==> src/rtl/line_buf_pkg.sv <==
// line_buf_pkg
// Shared types and defaults for the line-delay sequencer.
//   state_t      : sequencer state (IDLE / FILL / RUN)
//   *_DEF        : default address width, window height and line-counter width
//   HALF         : half window height for the default TAPS
//   half_taps()  : half window height for any TAPS value
package line_buf_pkg;

  typedef enum logic [1:0] {
    IDLE = 2'd0,
    FILL = 2'd1,
    RUN  = 2'd2
  } state_t;

  localparam int ADDR_W_DEF = 12;
  localparam int TAPS_DEF   = 5;
  localparam int LINE_W_DEF = 11;

  function automatic int half_taps(input int taps);
    return taps / 2;
  endfunction

  localparam int HALF = TAPS_DEF / 2;

endpackage

==> src/rtl/vid_edge_det.sv <==
// vid_edge_det
// Registers DE and VSYNC and produces single-cycle edge pulses.
// Ports:
//   clk      : pixel clock
//   rst      : asynchronous active-low reset
//   de_in    : video data enable
//   vs_in    : vertical sync, active-high
//   vs_rise  : high on the first cycle vs_in is high
//   line_end : high on the first blanking cycle after active video
module vid_edge_det (
  input  logic clk,
  input  logic rst,
  input  logic de_in,
  input  logic vs_in,
  output logic vs_rise,
  output logic line_end
);

  logic de_d;
  logic vs_d;

  always_ff @(posedge clk or negedge rst) begin
    if (!rst) begin
      de_d <= 1'b0;
      vs_d <= 1'b0;
    end else begin
      de_d <= de_in;
      vs_d <= vs_in;
    end
  end

  assign vs_rise  = vs_in & ~vs_d;
  assign line_end = de_d & ~de_in;

endmodule

==> src/rtl/line_buf_ctrl.sv <==
// line_buf_ctrl
// Address sequencer for the vertical line-delay chain (TAPS-1 chained
// single-port BRAMs sharing one address). Follows DE/VSYNC, parks the
// address during blanking, counts buffered lines and flags when the
// TAPS-line window at the chain outputs is valid.
// Optional: define LBC_BORDER_FLAGS_EN to generate the border flags;
// otherwise border is tied to zero.
// Ports:
//   clk       : pixel clock
//   rst       : asynchronous active-low reset
//   de_in     : data enable, same cycle as the pixel entering the chain
//   vs_in     : vertical sync, active-high
//   addr      : shared BRAM address (col_cnt while DE, PARK_ADDR otherwise)
//   win_valid : window valid, one cycle after the sampled pixel
//   fill_lvl  : buffered complete lines, saturates at TAPS-1
//   line_cnt  : completed lines in the current frame
//   col_cnt   : column of the pixel currently addressed
//   ovf       : sticky, a line reached the park address
//   border    : {top,bottom,left,right} window-at-edge flags
//   state     : current sequencer state, for observation
module line_buf_ctrl
  import line_buf_pkg::*;
#(
  parameter int                ADDR_W    = ADDR_W_DEF,
  parameter int                TAPS      = TAPS_DEF,
  parameter int                LINE_W    = LINE_W_DEF,
  parameter logic [ADDR_W-1:0] PARK_ADDR = {ADDR_W{1'b1}}
) (
  input  logic              clk,
  input  logic              rst,
  input  logic              de_in,
  input  logic              vs_in,
  output logic [ADDR_W-1:0] addr,
  output logic              win_valid,
  output logic [2:0]        fill_lvl,
  output logic [LINE_W-1:0] line_cnt,
  output logic [ADDR_W-1:0] col_cnt,
  output logic              ovf,
  output logic [3:0]        border,
  output state_t            state
);

  localparam logic [2:0]        FILL_MAX = 3'(TAPS - 1);
  localparam logic [ADDR_W-1:0] LAST_COL = PARK_ADDR - 1'b1;

  logic   vs_rise;
  logic   line_end;
  state_t state_next;
  logic   active;
  logic   at_last_col;

  vid_edge_det u_edge (
    .clk      (clk),
    .rst      (rst),
    .de_in    (de_in),
    .vs_in    (vs_in),
    .vs_rise  (vs_rise),
    .line_end (line_end)
  );

  // DE only has meaning once a frame has started.
  assign active      = (state != IDLE);
  assign at_last_col = (col_cnt == LAST_COL);

  // Combinational so the pixel is written in the cycle it arrives.
  assign addr = (active && de_in) ? col_cnt : PARK_ADDR;

  always_ff @(posedge clk or negedge rst) begin
    if (!rst) state <= IDLE;
    else      state <= state_next;
  end

  always_comb begin
    state_next = state;
    if (vs_rise) begin
      // A new frame always restarts filling, whatever was in progress.
      state_next = FILL;
    end else begin
      case (state)
        IDLE:    state_next = IDLE;
        FILL:    if (line_end && fill_lvl >= FILL_MAX - 3'd1) state_next = RUN;
        RUN:     state_next = RUN;
        default: state_next = IDLE;
      endcase
    end
  end

  always_ff @(posedge clk or negedge rst) begin
    if (!rst) begin
      col_cnt  <= '0;
      line_cnt <= '0;
      fill_lvl <= '0;
    end else if (vs_rise) begin
      col_cnt  <= '0;
      line_cnt <= '0;
      fill_lvl <= '0;
    end else if (active) begin
      if (de_in) begin
        // Hold at the last usable column so the park word stays untouched.
        if (!at_last_col) col_cnt <= col_cnt + 1'b1;
      end else begin
        col_cnt <= '0;
      end
      if (line_end) begin
        line_cnt <= line_cnt + 1'b1;
        if (fill_lvl < FILL_MAX) fill_lvl <= fill_lvl + 3'd1;
      end
    end
  end

  // Sticky until reset; a new frame does not clear it.
  always_ff @(posedge clk or negedge rst) begin
    if (!rst)                                ovf <= 1'b0;
    else if (active && de_in && at_last_col) ovf <= 1'b1;
  end

  always_ff @(posedge clk or negedge rst) begin
    if (!rst) win_valid <= 1'b0;
    else      win_valid <= de_in && (state == RUN);
  end

`ifdef LBC_BORDER_FLAGS_EN
  localparam logic [ADDR_W:0] H_COL = (ADDR_W + 1)'(half_taps(TAPS));
  localparam logic [7:0]      H_ROW = 8'(half_taps(TAPS));

  logic [ADDR_W-1:0] last_width;
  logic [7:0]        run_rows;
  logic              top_f;
  logic              left_f;
  logic              right_f;

  // run_rows counts lines since entering RUN, saturating once past the top
  // edge; last_width is the pixel count of the most recent line.
  always_ff @(posedge clk or negedge rst) begin
    if (!rst) begin
      last_width <= '0;
      run_rows   <= '0;
    end else if (vs_rise) begin
      run_rows <= '0;
    end else if (active && line_end) begin
      last_width <= col_cnt;
      if (state == RUN && run_rows < H_ROW) run_rows <= run_rows + 8'd1;
    end
  end

  assign top_f   = (state == RUN) && (run_rows < H_ROW);
  assign left_f  = ({1'b0, col_cnt} < H_COL);
  // col > last_width-1-HALF, rearranged to avoid underflow.
  assign right_f = (({1'b0, col_cnt} + H_COL) >= {1'b0, last_width});

  always_ff @(posedge clk or negedge rst) begin
    if (!rst)                        border <= 4'b0;
    else if (de_in && state == RUN)  border <= {top_f, 1'b0, left_f, right_f};
    else                             border <= 4'b0;
  end
`else
  assign border = 4'b0;
`endif

endmodule

==> config.mk <==
export PLATFORM = sky130hd
export DESIGN_NAME = line_buf_ctrl
export DESIGN_NICKNAME = d
export VERILOG_FILES = /design/src/rtl/line_buf_pkg.sv /design/src/rtl/vid_edge_det.sv /design/src/rtl/line_buf_ctrl.sv
export SDC_FILE = /design/constraint.sdc
export NUM_CORES = 1
export LEC_CHECK = 0
export CORE_MARGIN = 5
export CORE_UTILIZATION = 35
export DETAILED_ROUTE_END_ITERATION = 8
export REMOVE_ABC_BUFFERS = 1
export SLEW_MARGIN = 5
export SYNTH_ARGS = -nofsm -noshare
export SYNTH_HDL_FRONTEND = slang
export SYNTH_SLANG_ARGS = --single-unit
==> constraint.sdc <==
create_clock -name clk -period 2.15 [get_ports clk]
set_clock_uncertainty 0.2 [all_clocks]
set_input_delay 0.43 -clock clk [delete_from_list [all_inputs] [get_ports clk]]
set_output_delay 0.43 -clock clk [all_outputs]
set_load 0.05 [all_outputs]
==> results.md <==
* Die area at 6870 µm²
* Clk buf depth at 2
* Worst Tran Pin Value at 0.551 ns
* Worst rel slew slack at roughly 63%
* Die Wd at 82.9 µm
* Growth of design area from synthesis to finish at 48.8%
* Mapped Cells at 196
* Crit path kind: register to output port
* Non-Filler Instances at 339
* Comb power frac at 49.2%
* Start of the worst register-to-register path: state[1]
* Sequential-to-total area share from yosys stat at between 40% and 50%
* Largest fanout on the critical path at 7
* Clock latency on the worst-skew pair at 0.29 ns
* Drt drc at 0
* Drt first-iter violations at 105
* Clock buffer count from CTS at 5
* Largest area contributor in the netlist: dfrtp_1
* Count of cell types in the netlist at between 40 and 50
* Global route overflow at 0
* GRT Total Usage at between 10 and 15%
* Post-synth EDFFs at 0
* Avg Inst Size Synth at approximately 9.5 µm²
* RSZ-0062 raised after global routing: true
* Count of final setup violators at 7
* Post-Synth XOR/XNOR Area at roughly 3.8%
* Top cells by area, synth: dfrtp_1 43%, ha_1 5.4%, nand2_1 4.2%, xnor2_1 3.3%, nor2_1 3.2%
* Compound-cell area share of the yosys netlist at 18.6%
* Final net count at 280
* Critical-path cell list: inv_2, ha_4, and2b_4, buf_12, nand2b_4, buf_8
* Adder-cell share of the synthesized area at 5.38%
* Final min period at about 2.2 ns
* Starting Density at 36.2%
* Slew Viols, Final at 0
* I/O pin count at 50
* Hold path startpoint: ovf
* R2R setup slack at 0.07 ns
* Port bufs at 45
* Vias per cell at about 4.9
* Layout cell share with drive strength beyond 1 at 35.7%
* DR WL/cell at between 10 and 15 µm
* R2R depth at 7
* Clock slew at reported path FFs at 0.07 ns
* Yosys warnings at 0
* Vias at approximately 1.7k
* Post-Synth Simple-Gate Area at 21.4%
* Status: finished, violations left
* R2R Path End: line_cnt[3]
* Hold Crit Endpoint: ovf
* Post-cts hold buffer count at 0
* Flops & latches, synth at 32
* Vias in the first global route at ~1.7k
* Switching Share at 41.1%
* Crit path DAT at 1.58 ns
* Pin count of the biggest net entering global routing at 33
* Routed WL at ~4700 µm
* Leak pwr at 1.22 nW
* FMAX at 453 MHz
* Final Wtd Congestion at between 0.7 and 0.8
* Failing checks: setup timing
* Hpwl dp at 3450 µm
* NetSw at between 1 and 1.5 mW
* Worst path slowest cell: dfrtp_1
* CTS root buf: clkbuf_8
* Most numerous cell in the Yosys netlist: dfrtp_1
* Antenna viol nets, final at 0
* Type of origin of the critical path: register
* Die Y at 82.9 µm
* DR pass1 iterations at 4
* Antenna cells at 0
* Clock Sinks at 32
* Worst min-delay path class: register to register
* Critical Path Source: state[1]
* Critical Path Sink Type: output port
* Placed instance count at approximately 330
* Pre-CTS WS at -0.208 ns
* H-tree depth at 2
* Clock share of power at 22.6%
* Max-Cap Viols at 0
* Pwr per Cell Area at 922 nW/µm²
* Fin. Hold Viols at 0
* CP bufs+invs at 3
* Post-synth ARST share at 100%
* Max rail drop VDD at roughly 0.6 mV
* Row count at 26
* Setup slack after layout at -0.0574 ns
* Largest family of logic cells by synthesized area: simple AND/OR/NAND/NOR gates
* Final total power at 2.55 mW
* Final period util at 103%
* Synth Cell Area at ~1900 µm²
* Commonest cells post-synth: 32 x dfrtp_1, 21 x nand2_1, 16 x nor2_1
* Top FF cell, synth: dfrtp_1
* First-pass GRT wire length at 8240 µm
* Placed cell area at roughly 2400 µm²
* Crit-path leading delay family: simple AND/OR/NAND/NOR gates
* Initial antenna violation count at 0
* Hold Crit Depth at 1
* Post-route cell area at approximately 2800 µm²
* Share of the synthesized area in the top cell type at about 43%
* Critical Path RT at 1.52 ns
* Sequential share of power at between 20% and 30%
* CTS tree: done
* CP max stage delay at about 0.37 ns
* Post-synthesis mux area share at under 10%
* CORE AREA at ~5000 µm²
* Internal power at 1.50 mW
-- per-layer routing --
layer	wire length [µm]	vias to the layer above	GRT usage (%)
met1	2140	792	19.0
met3	163	8	3.17
met2	2290	29	23.1
met5	0	-	0
met4	98	0	6.39
li1	-	840	-
-- stage by stage --
| stage | utilization [%] | hold WS, ns | setup TNS, ns |
|---|---|---|---|
| floorplan | - | -0.0656 | -12.24 |
| global placement | 47.2 | 0.257 | -3.20 |
| detailed placement | 47.2 | 0.250 | -3.79 |
| CTS | 52.1 | 0.267 | -0.308 |
| global route | 53.8 | 0.285 | -1.02 |
| finish | 53.8 | 0.268 | -0.314 |
-- power groups by stage --
stage          clock (mW)  combinational [mW]  sequential (mW)
2_1_floorplan           0               0.442            0.941
3_3_place_gp            0                1.05            0.727
3_5_place_dp            0                1.05            0.728
4_1_cts             0.595                1.21            0.720
5_1_grt             0.619                1.34            0.732
6_report            0.576                1.25            0.720
-- state kept, by name, summed over array words and instances (netlist names) --
name         cells
u_edge.de_d      1
col_cnt         12
u_edge.vs_d      1
line_cnt        11
fill_lvl         3
win_valid        1
state            2
ovf              1
-- what timing repair did --
| action | in CTS | in global routing |
|---|---|---|
| gates resized for setup | 35 | 13 |
| hold endpoints to repair | 0 | 0 |
| pin swaps | 1 | 8 |
| buffers inserted | 5 | 3 |
| setup endpoints to repair | 12 | 22 |
-- logic make-up (layout without fill, tap and decap cells) --
family / count (synthesis) / count (layout)
simple gates: 76 / 76
buf+inv: 24 / 94
compound gates: 45 / 45
xor+xnor: 8 / 8
fa+ha+maj: 8 / 8
mux: 2 / 2
flops: 32 / 32
other cells: 1 / 4
-- layout by cell type (no fill, tap or decap), types with 3 or more instances in the layout --
master / synthesis / routed
buf_4: 4 / 56
dfrtp_1: 32 / 32
nand2_1: 21 / 16
nor2_1: 16 / 16
o21ai_0: 10 / 10
inv_1: 11 / 9
buf_8: 0 / 9
a21oi_1: 8 / 8
nand3_1: 7 / 7
xnor2_1: 7 / 7
ha_1: 8 / 7
nand2b_1: 8 / 5
nand2_4: 0 / 5
clkbuf_8: 0 / 5
and2_1: 4 / 4
a211oi_1: 4 / 4
a31oi_1: 4 / 4
conb_1: 1 / 4
buf_6: 2 / 4
nand2b_4: 0 / 3
nor4_1: 3 / 3
or3_1: 3 / 3
a2111oi_4: 1 / 3
o311ai_0: 3 / 3
or4_1: 3 / 3
clkdlybuf4s50_1: 0 / 3
-- worst max-delay path by stage --
| stage | end | slack, ns | cells after the start |
|---|---|---|---|
| after floorplan | col_cnt[5] | -0.86 | 6 |
| after global placement | line_cnt[10] | -0.17 | 5 |
| after detailed placement | col_cnt[5] | -0.21 | 5 |
| after CTS | addr[0] | -0.06 | 6 |
| after global routing | addr[1] | -0.13 | 6 |
| final | addr[1] | -0.06 | 6 |
-- layout make-up --
type	count	area, µm²
flip-flops and latches	32	801
well taps	70	87.6
repair buffers	75	679
clock buffers	6	72.6
clock inverters	2	35.0
fillers	492	2370
inverters	11	41.3
multi-input cells	143	1050
Power figures use the tool's default switching activity.
